==> config.mk <==
export PLATFORM = sky130hd
export DESIGN_NAME = scanchain_reader_flat
export DESIGN_NICKNAME = d
export VERILOG_FILES = /design/src/rtl/scanchain_reader_pkg.sv /design/src/rtl/scanchain_reader_if.sv /design/src/rtl/scanchain_reader_scan_clk_gen.sv /design/src/rtl/scanchain_reader.sv /design/src/flat_wrapper.sv
export SDC_FILE = /design/constraint.sdc
export NUM_CORES = 1
export LEC_CHECK = 0
export BUFFER_PORTS_ARGS = -buffer_cell sky130_fd_sc_hd__buf_2
export CELL_PAD_IN_SITES_DETAIL_PLACEMENT = 1
export CELL_PAD_IN_SITES_GLOBAL_PLACEMENT = 2
export CORE_UTILIZATION = 38
export DETAILED_ROUTE_END_ITERATION = 8
export GPL_ROUTABILITY_DRIVEN = 0
export PLACE_DENSITY = 0.86
export SYNTH_ARGS = -nofsm -noshare
export SYNTH_HDL_FRONTEND = slang
export SYNTH_SLANG_ARGS = --single-unit
==> constraint.sdc <==
create_clock -name clk -period 15.7 [get_ports clk]
set_input_delay 3.14 -clock clk [delete_from_list [all_inputs] [get_ports clk]]
set_output_delay 3.14 -clock clk [all_outputs]
set_load 0.02 [all_outputs]
==> src/rtl/scanchain_reader_pkg.sv <==
// Shared definitions for the scan-chain read-back path: FSM states and the
// scan clock timing helpers that the writer block also uses.
package scanchain_reader_pkg;

  typedef enum logic [2:0] {
    ST_IDLE,
    ST_ADDR,
    ST_CAPTURE,
    ST_SHIFT,
    ST_DONE
  } state_t;

  localparam int MIN_CLOCKS_PER_SCAN_CLK = 8;

  function automatic int max_int(input int a, input int b);
    return (a > b) ? a : b;
  endfunction

  // scan_clk is low for the first half of a period and high for the second.
  function automatic int half_period(input int clocks_per_scan_clk);
    return clocks_per_scan_clk / 2;
  endfunction

  // scan_out is sampled in the last fabric cycle of the high phase, where the
  // chip output has had the longest time to settle.
  function automatic int sample_phase(input int clocks_per_scan_clk);
    return clocks_per_scan_clk - 1;
  endfunction

endpackage

==> src/rtl/scanchain_reader_if.sv <==
// Host-side read request / read response channel of the scan-chain reader.
interface scanchain_reader_if #(
  parameter int ADDR_BITS    = 12,
  parameter int PAYLOAD_BITS = 169
);
  logic                    read_valid;
  logic                    read_ready;
  logic [ADDR_BITS-1:0]    read_addr;
  logic                    rdata_valid;
  logic                    rdata_ready;
  logic [PAYLOAD_BITS-1:0] read_data;

  modport master (
    output read_valid, read_addr, rdata_ready,
    input  read_ready, rdata_valid, read_data
  );

  modport slave (
    input  read_valid, read_addr, rdata_ready,
    output read_ready, rdata_valid, read_data
  );
endinterface

==> src/rtl/scanchain_reader_scan_clk_gen.sv <==
// Slow scan clock generator: a phase counter that runs only while enabled and
// flags the period end and the scan_out sample point.
module scanchain_reader_scan_clk_gen
  import scanchain_reader_pkg::*;
#(
  parameter int CLOCKS_PER_SCAN_CLK = 100_000
) (
  input  logic clk,
  input  logic reset,
  input  logic enable,
  output logic scan_clk,
  output logic period_end,
  output logic sample_tick
);
  localparam int PHASE_W = $clog2(CLOCKS_PER_SCAN_CLK);
  localparam logic [PHASE_W-1:0] LAST_PHASE   = PHASE_W'(CLOCKS_PER_SCAN_CLK - 1);
  localparam logic [PHASE_W-1:0] HIGH_PHASE   = PHASE_W'(half_period(CLOCKS_PER_SCAN_CLK));
  localparam logic [PHASE_W-1:0] SAMPLE_PHASE = PHASE_W'(sample_phase(CLOCKS_PER_SCAN_CLK));

  logic [PHASE_W-1:0] phase;
  logic [PHASE_W-1:0] phase_next;

  // NOTE: every signal written in always_comb gets a value on every path, so
  // no latch can be inferred.
  always_comb begin
    phase_next = phase + PHASE_W'(1);
    if (phase == LAST_PHASE) phase_next = '0;
  end

  // NOTE: sequential state uses non-blocking assignments only, so every flop
  // samples the pre-edge values regardless of statement order.
  always_ff @(posedge clk or posedge reset) begin
    if (reset) begin
      phase    <= '0;
      scan_clk <= 1'b0;
    end else if (!enable) begin
      phase    <= '0;
      scan_clk <= 1'b0;
    end else begin
      phase    <= phase_next;
      scan_clk <= (phase_next >= HIGH_PHASE);
    end
  end

  assign period_end  = enable && (phase == LAST_PHASE);
  assign sample_tick = enable && (phase == SAMPLE_PHASE);

endmodule

==> src/rtl/scanchain_reader.sv <==
// Scan-chain read-back: shifts an address into the chip, pulses capture, then
// shifts PAYLOAD_BITS out of scan_out (LSB first) into a parallel result word.
module scanchain_reader
  import scanchain_reader_pkg::*;
#(
  parameter int CLOCK_FREQ          = 100_000_000,
  parameter int CLOCKS_PER_SCAN_CLK = 100_000,
  parameter int ADDR_BITS           = 12,
  parameter int PAYLOAD_BITS        = 169
) (
  input  logic                   clk,
  input  logic                   reset,
  scanchain_reader_if.slave      host,
  output logic                   scan_clk,
  output logic                   scan_en,
  output logic                   scan_in,
  output logic                   scan_capture,
  input  logic                   scan_out
);
  localparam int BIT_W = $clog2(max_int(ADDR_BITS, PAYLOAD_BITS) + 1);
  localparam logic [BIT_W-1:0] ADDR_LAST    = BIT_W'(ADDR_BITS - 1);
  localparam logic [BIT_W-1:0] PAYLOAD_LAST = BIT_W'(PAYLOAD_BITS - 1);

  if (CLOCKS_PER_SCAN_CLK < MIN_CLOCKS_PER_SCAN_CLK || (CLOCKS_PER_SCAN_CLK % 2) != 0 ||
      CLOCK_FREQ < CLOCKS_PER_SCAN_CLK || ADDR_BITS < 2 || PAYLOAD_BITS < 2) begin : g_bad_params
    $error("scanchain_reader: unsupported parameter combination");
  end

  state_t                  state;
  logic [ADDR_BITS-1:0]    addr_sr;
  logic [PAYLOAD_BITS-1:0] payload_sr;
  logic [PAYLOAD_BITS-1:0] payload_next;
  logic [BIT_W-1:0]        bit_cnt;
  logic                    scan_out_meta;
  logic                    scan_out_sync;
  logic                    scan_active;
  logic                    period_end;
  logic                    sample_tick;

  assign scan_active = (state == ST_ADDR) || (state == ST_CAPTURE) || (state == ST_SHIFT);

  scanchain_reader_scan_clk_gen #(
    .CLOCKS_PER_SCAN_CLK(CLOCKS_PER_SCAN_CLK)
  ) u_scan_clk_gen (
    .clk        (clk),
    .reset      (reset),
    .enable     (scan_active),
    .scan_clk   (scan_clk),
    .period_end (period_end),
    .sample_tick(sample_tick)
  );

  // scan_out comes from the chip's scan_clk domain.
  always_ff @(posedge clk or posedge reset) begin
    if (reset) begin
      scan_out_meta <= 1'b0;
      scan_out_sync <= 1'b0;
    end else begin
      scan_out_meta <= scan_out;
      scan_out_sync <= scan_out_meta;
    end
  end

  // First sampled bit travels down to bit 0 after PAYLOAD_BITS samples.
  assign payload_next = sample_tick ? {scan_out_sync, payload_sr[PAYLOAD_BITS-1:1]} : payload_sr;

  always_ff @(posedge clk or posedge reset) begin
    if (reset) begin
      state            <= ST_IDLE;
      addr_sr          <= '0;
      payload_sr       <= '0;
      bit_cnt          <= '0;
      scan_en          <= 1'b0;
      scan_in          <= 1'b0;
      scan_capture     <= 1'b0;
      host.read_ready  <= 1'b1;
      host.rdata_valid <= 1'b0;
      host.read_data   <= '0;
    end else begin
      case (state)
        ST_IDLE: begin
          if (host.read_valid) begin
            state           <= ST_ADDR;
            host.read_ready <= 1'b0;
            scan_en         <= 1'b1;
            scan_in         <= host.read_addr[ADDR_BITS-1];
            addr_sr         <= {host.read_addr[ADDR_BITS-2:0], 1'b0};
            bit_cnt         <= '0;
          end
        end
        ST_ADDR: begin
          if (period_end) begin
            if (bit_cnt == ADDR_LAST) begin
              state        <= ST_CAPTURE;
              bit_cnt      <= '0;
              scan_en      <= 1'b0;
              scan_in      <= 1'b0;
              scan_capture <= 1'b1;
            end else begin
              bit_cnt <= bit_cnt + BIT_W'(1);
              scan_in <= addr_sr[ADDR_BITS-1];
              addr_sr <= {addr_sr[ADDR_BITS-2:0], 1'b0};
            end
          end
        end
        ST_CAPTURE: begin
          if (period_end) begin
            state        <= ST_SHIFT;
            scan_capture <= 1'b0;
            scan_en      <= 1'b1;
          end
        end
        ST_SHIFT: begin
          payload_sr <= payload_next;
          if (period_end) begin
            if (bit_cnt == PAYLOAD_LAST) begin
              state            <= ST_DONE;
              scan_en          <= 1'b0;
              host.read_data   <= payload_next;
              host.rdata_valid <= 1'b1;
            end else begin
              bit_cnt <= bit_cnt + BIT_W'(1);
            end
          end
        end
        ST_DONE: begin
          if (host.rdata_ready) begin
            state            <= ST_IDLE;
            host.rdata_valid <= 1'b0;
            host.read_ready  <= 1'b1;
          end
        end
        default: state <= ST_IDLE;
      endcase
    end
  end

endmodule

==> src/flat_wrapper.sv <==
// flat-port wrapper written by rule: the top's interface ports become plain ports
module scanchain_reader_flat import scanchain_reader_pkg::*;
#(
  parameter int CLOCK_FREQ          = 100_000_000,
  parameter int CLOCKS_PER_SCAN_CLK = 100_000,
  parameter int ADDR_BITS           = 12,
  parameter int PAYLOAD_BITS        = 169
)
  (clk, reset, scan_clk, scan_en, scan_in, scan_capture, scan_out, host_read_valid, host_read_addr, host_rdata_ready, host_read_ready, host_rdata_valid, host_read_data);
  scanchain_reader_if #(.ADDR_BITS(ADDR_BITS), .PAYLOAD_BITS(PAYLOAD_BITS)) host_i ();
  input  logic clk;
  input  logic reset;
  output logic scan_clk;
  output logic scan_en;
  output logic scan_in;
  output logic scan_capture;
  input  logic scan_out;
  input wire logic [$bits(host_i.read_valid)-1:0] host_read_valid;
  input wire logic [$bits(host_i.read_addr)-1:0] host_read_addr;
  input wire logic [$bits(host_i.rdata_ready)-1:0] host_rdata_ready;
  output wire logic [$bits(host_i.read_ready)-1:0] host_read_ready;
  output wire logic [$bits(host_i.rdata_valid)-1:0] host_rdata_valid;
  output wire logic [$bits(host_i.read_data)-1:0] host_read_data;
  assign host_i.read_valid = host_read_valid;
  assign host_i.read_addr = host_read_addr;
  assign host_i.rdata_ready = host_rdata_ready;
  assign host_read_ready = host_i.read_ready;
  assign host_rdata_valid = host_i.rdata_valid;
  assign host_read_data = host_i.read_data;
  scanchain_reader #(.CLOCK_FREQ(CLOCK_FREQ), .CLOCKS_PER_SCAN_CLK(CLOCKS_PER_SCAN_CLK), .ADDR_BITS(ADDR_BITS), .PAYLOAD_BITS(PAYLOAD_BITS)) u_core (.clk(clk), .reset(reset), .host(host_i), .scan_clk(scan_clk), .scan_en(scan_en), .scan_in(scan_in), .scan_capture(scan_capture), .scan_out(scan_out));
endmodule
==> impl_metrics.tcl <==
set metrics [dict create \
    status "completed" \
    synth_most_common_cell "nand2_1" \
    drc 0 \
    setup_tns_ns 0 \
    die_w_um 201 \
    pre_cts_slack_ns 10.12 \
    drt_iter0_drc 478 \
    cp.arrival_ns 5.40 \
    worst_slew_pin_slew_ns 1.00 \
    finalHoldViolCount 0 \
    final_nets 1555 \
    cts.sinks 384 \
    yosys.area_share.adder_pct 0.249 \
    synth_area_leaders "dfrtp_1 63%, nand2_1 13%, mux2_1 6.6%, mux2_2 6.2%, clkbuf_1 1.4%" \
    fmax_mhz 208 \
    crit_fanout 125 \
    hpwlAfterDp_mm 21.4 \
    wire_per_inst_um 16.4 \
    syn_to_final_growth_pct 18.2 \
    worstPathRequired_ns 16.31 \
    p_per_area_nw_per_um2 121 \
    antenna_cells 0 \
    clkTransAtPathRegs_ns 0.05 \
    grt_util_all_layers_pct 17.5 \
    grt_pass1_wl_mm 57.9 \
    cts_hold_buf 0 \
    internal_power_uw 1640 \
    clockBufferDepth 3 \
    rsz0062_at_grt "no" \
    yosys.area_share.simple_pct 16.6 \
    cts-root-buf "clkbuf_16" \
    reg2reg_setup_slack_ns 11.14 \
    power.share.clock_pct 43.9 \
    synthesis.nets 1380 \
    netlist_area_um2 15100 \
    antenna_left 0 \
    power.share.sequential_pct 48.5 \
    period_needed_ns 4.80 \
    combPwrFrac_pct 7.5 \
    core_area_um2 38900 \
    finalWorstSetupSlack_ns 10.90 \
    grt_pass1_vias 10900 \
    fp-row-count 72 \
    htree_levels 2 \
    die_area_um2 40500 \
    grt_max_degree 170 \
    fin_crit_sh_pct 30.5 \
    setup_viol 0 \
    r2r-end "u_core.host.read_data[51]" \
    cts_tree "built" \
    skew_ns 0.0135 \
    synth_ff_type "dfrtp_1" \
    synth_mux_area_share_pct 13.4 \
    ios 192 \
    drt-total-wl_mm 34.1 \
    endpoint "u_core.payload_sr[42]" \
    via_count 10100 \
    p_sw_uw 521 \
    drv_cap 0 \
    post_cts_buffers 0 \
    synth_seq_area_share_pct 63.7 \
    synth_top_family_by_area "simple AND/OR/NAND/NOR gates" \
    initial_core_util_pct 38.8 \
    drive_gt1_share_pct 22.8 \
    ys_seq_elements 384 \
    ir_drop_v 0.0000773 \
    synthDominantCellAreaShare_pct 63.5 \
    synth_top_area_cell "dfrtp_1" \
    end_kind "asynchronous set/reset pin" \
    vias_per_cell 4.87 \
    yosys_warnings 0 \
    ys_top_cells_by_count "521 x nand2_1, 383 x dfrtp_1, 88 x mux2_1" \
    worstReg2RegStart "u_core.u_scan_clk_gen.phase[0]" \
    grt_overflow 0 \
    drv_slew 0 \
    drtPass1Iterations 4 \
    slew_headroom_pct 33.4 \
    antenna_found_initial 0 \
    critPathLaunchType "input pin" \
    cts_resized 0 \
    fillers 4275 \
    power_uw 2160 \
    synth_compound_area_share_pct 2.69 \
    worstSetupPathType "input pin to asynchronous set/reset pin" \
    clk_latency_ns 0.55 \
    min_path_type "flip-flop to flip-flop" \
    async_reset_ff_share_pct 100 \
    synth_xor_xnor_area_share_pct 1.04 \
    synthCells 1360 \
    crit_start "reset" \
    die_h_um 201 \
    io_buffers 191 \
    ys_types 54 \
    synth_edf_count 0 \
    p_sw_share_pct 24.1 \
    reg2reg_depth 8 \
    synth.avg_cell_area_um2 11.1 \
    p_leak_uw 0.0100 \
    cts_buffers 43 \
]
## registers in the layout, indices dropped and copies added (netlist names)
register,count
u_core.bit_cnt,8
u_core.host.rdata_valid,1
u_core.host.read_ready,1
u_core.scan_out_sync,1
u_core.host.read_data,169
u_core.scan_out_meta,1
u_core.u_scan_clk_gen.phase,17
u_core.addr_sr,11
u_core.scan_in,1
u_core.scan_en,1
u_core.scan_capture,1
u_core.payload_sr,168
u_core.state,3
u_core.u_scan_clk_gen.scan_clk,1
## area by class of cell
type,instances,area (µm²),share of cell area (%)
clock buffers,61,1250,6.98
repair buffers,201,1040,5.85
multi-input cells,891,5160,28.9
clock inverters,6,73.8,0.414
flip-flops and latches,384,9610,53.8
well taps,518,648,3.63
inverters,14,60.1,0.337
## power groups by stage
stage                     Clock (µW)  Combinational [µW]  Sequential, µW
after floorplan                    0                 131            1060
after global routing            1020                 188            1050
after global placement             0                 161            1060
final                            948                 163            1050
after CTS                        983                 167            1050
after detailed placement           0                 165            1070
## cell families after synthesis
kind of cell	after synthesis
and+or+nand+nor	626
muxes	181
AOI/OAI and AO/OA	63
buffers and inverters	85
xor gates and xnor gates	18
adders and majority gates	3
DFF	384
## layer usage
layer / up-vias / routed length (µm) / GRT usage, %
li1: 4758 / - / -
met2: 165 / 16100 / 28.7
met5: - / 0 / 0
met3: 46 / 2260 / 5.93
met4: 0 / 612 / 4.22
met1: 5132 / 15100 / 22.3
## critical path, stage by stage
cell,delay (ns)
buf_2,0.13
inv_8,0.59
buf_4,0.77
buf_4,0.68
## cell usage in the layout (no fill, tap or decap), types with 2 or more instances in the layout
| cell | n |
|---|---|
| buf_2 | 191 |
| nand2_1 | 520 |
| or3_1 | 2 |
| a31oi_1 | 4 |
| xnor2_1 | 15 |
| nor2_1 | 43 |
| nor4_1 | 3 |
| mux2i_1 | 10 |
| clkbuf_1 | 10 |
| nand2b_1 | 5 |
| a21oi_1 | 21 |
| dfrtp_1 | 383 |
| xor2_1 | 3 |
| nor2b_1 | 4 |
| inv_1 | 13 |
| clkbuf_16 | 45 |
| and3_1 | 2 |
| a2111oi_0 | 2 |
| or4_4 | 2 |
| ha_1 | 3 |
| mux2_2 | 83 |
| nand3_1 | 15 |
| clkinv_2 | 3 |
| a32oi_1 | 2 |
| and4_1 | 2 |
| and2_1 | 2 |
| nand4_1 | 4 |
| mux2_1 | 88 |
| or2_2 | 2 |
| nor3_1 | 9 |
| clkbuf_8 | 6 |
| o21ai_0 | 15 |
| o31ai_1 | 6 |
| buf_4 | 9 |
## worst min path at each step
stage	start	end	slack [ns]	cells after the start
floorplan	u_core.scan_out_meta	u_core.scan_out_sync	0.33	0
global placement	u_core.scan_out_meta	u_core.scan_out_sync	0.33	0
detailed placement	u_core.scan_out_meta	u_core.scan_out_sync	0.34	0
finish	u_core.scan_out_meta	u_core.scan_out_sync	0.35	0
global route	u_core.scan_out_meta	u_core.scan_out_sync	0.36	0
CTS	u_core.scan_out_meta	u_core.scan_out_sync	0.35	0
## stage by stage
| stage | util [%] | instance area (µm²) | hold WS (ns) | cells |
|---|---|---|---|---|
| 2_1_floorplan | - | 15100 | 0.331 | 1360 |
| 3_3_place_gp | 42.5 | 16500 | 0.331 | 2008 |
| 3_5_place_dp | 42.5 | 16500 | 0.336 | 2008 |
| 4_1_cts | 45.9 | 17800 | 0.348 | 2075 |
| 5_1_grt | 45.9 | 17800 | 0.359 | 2075 |
| 6_report | 45.9 | 17800 | 0.345 | 2075 |
Power figures use the tool's default switching activity.
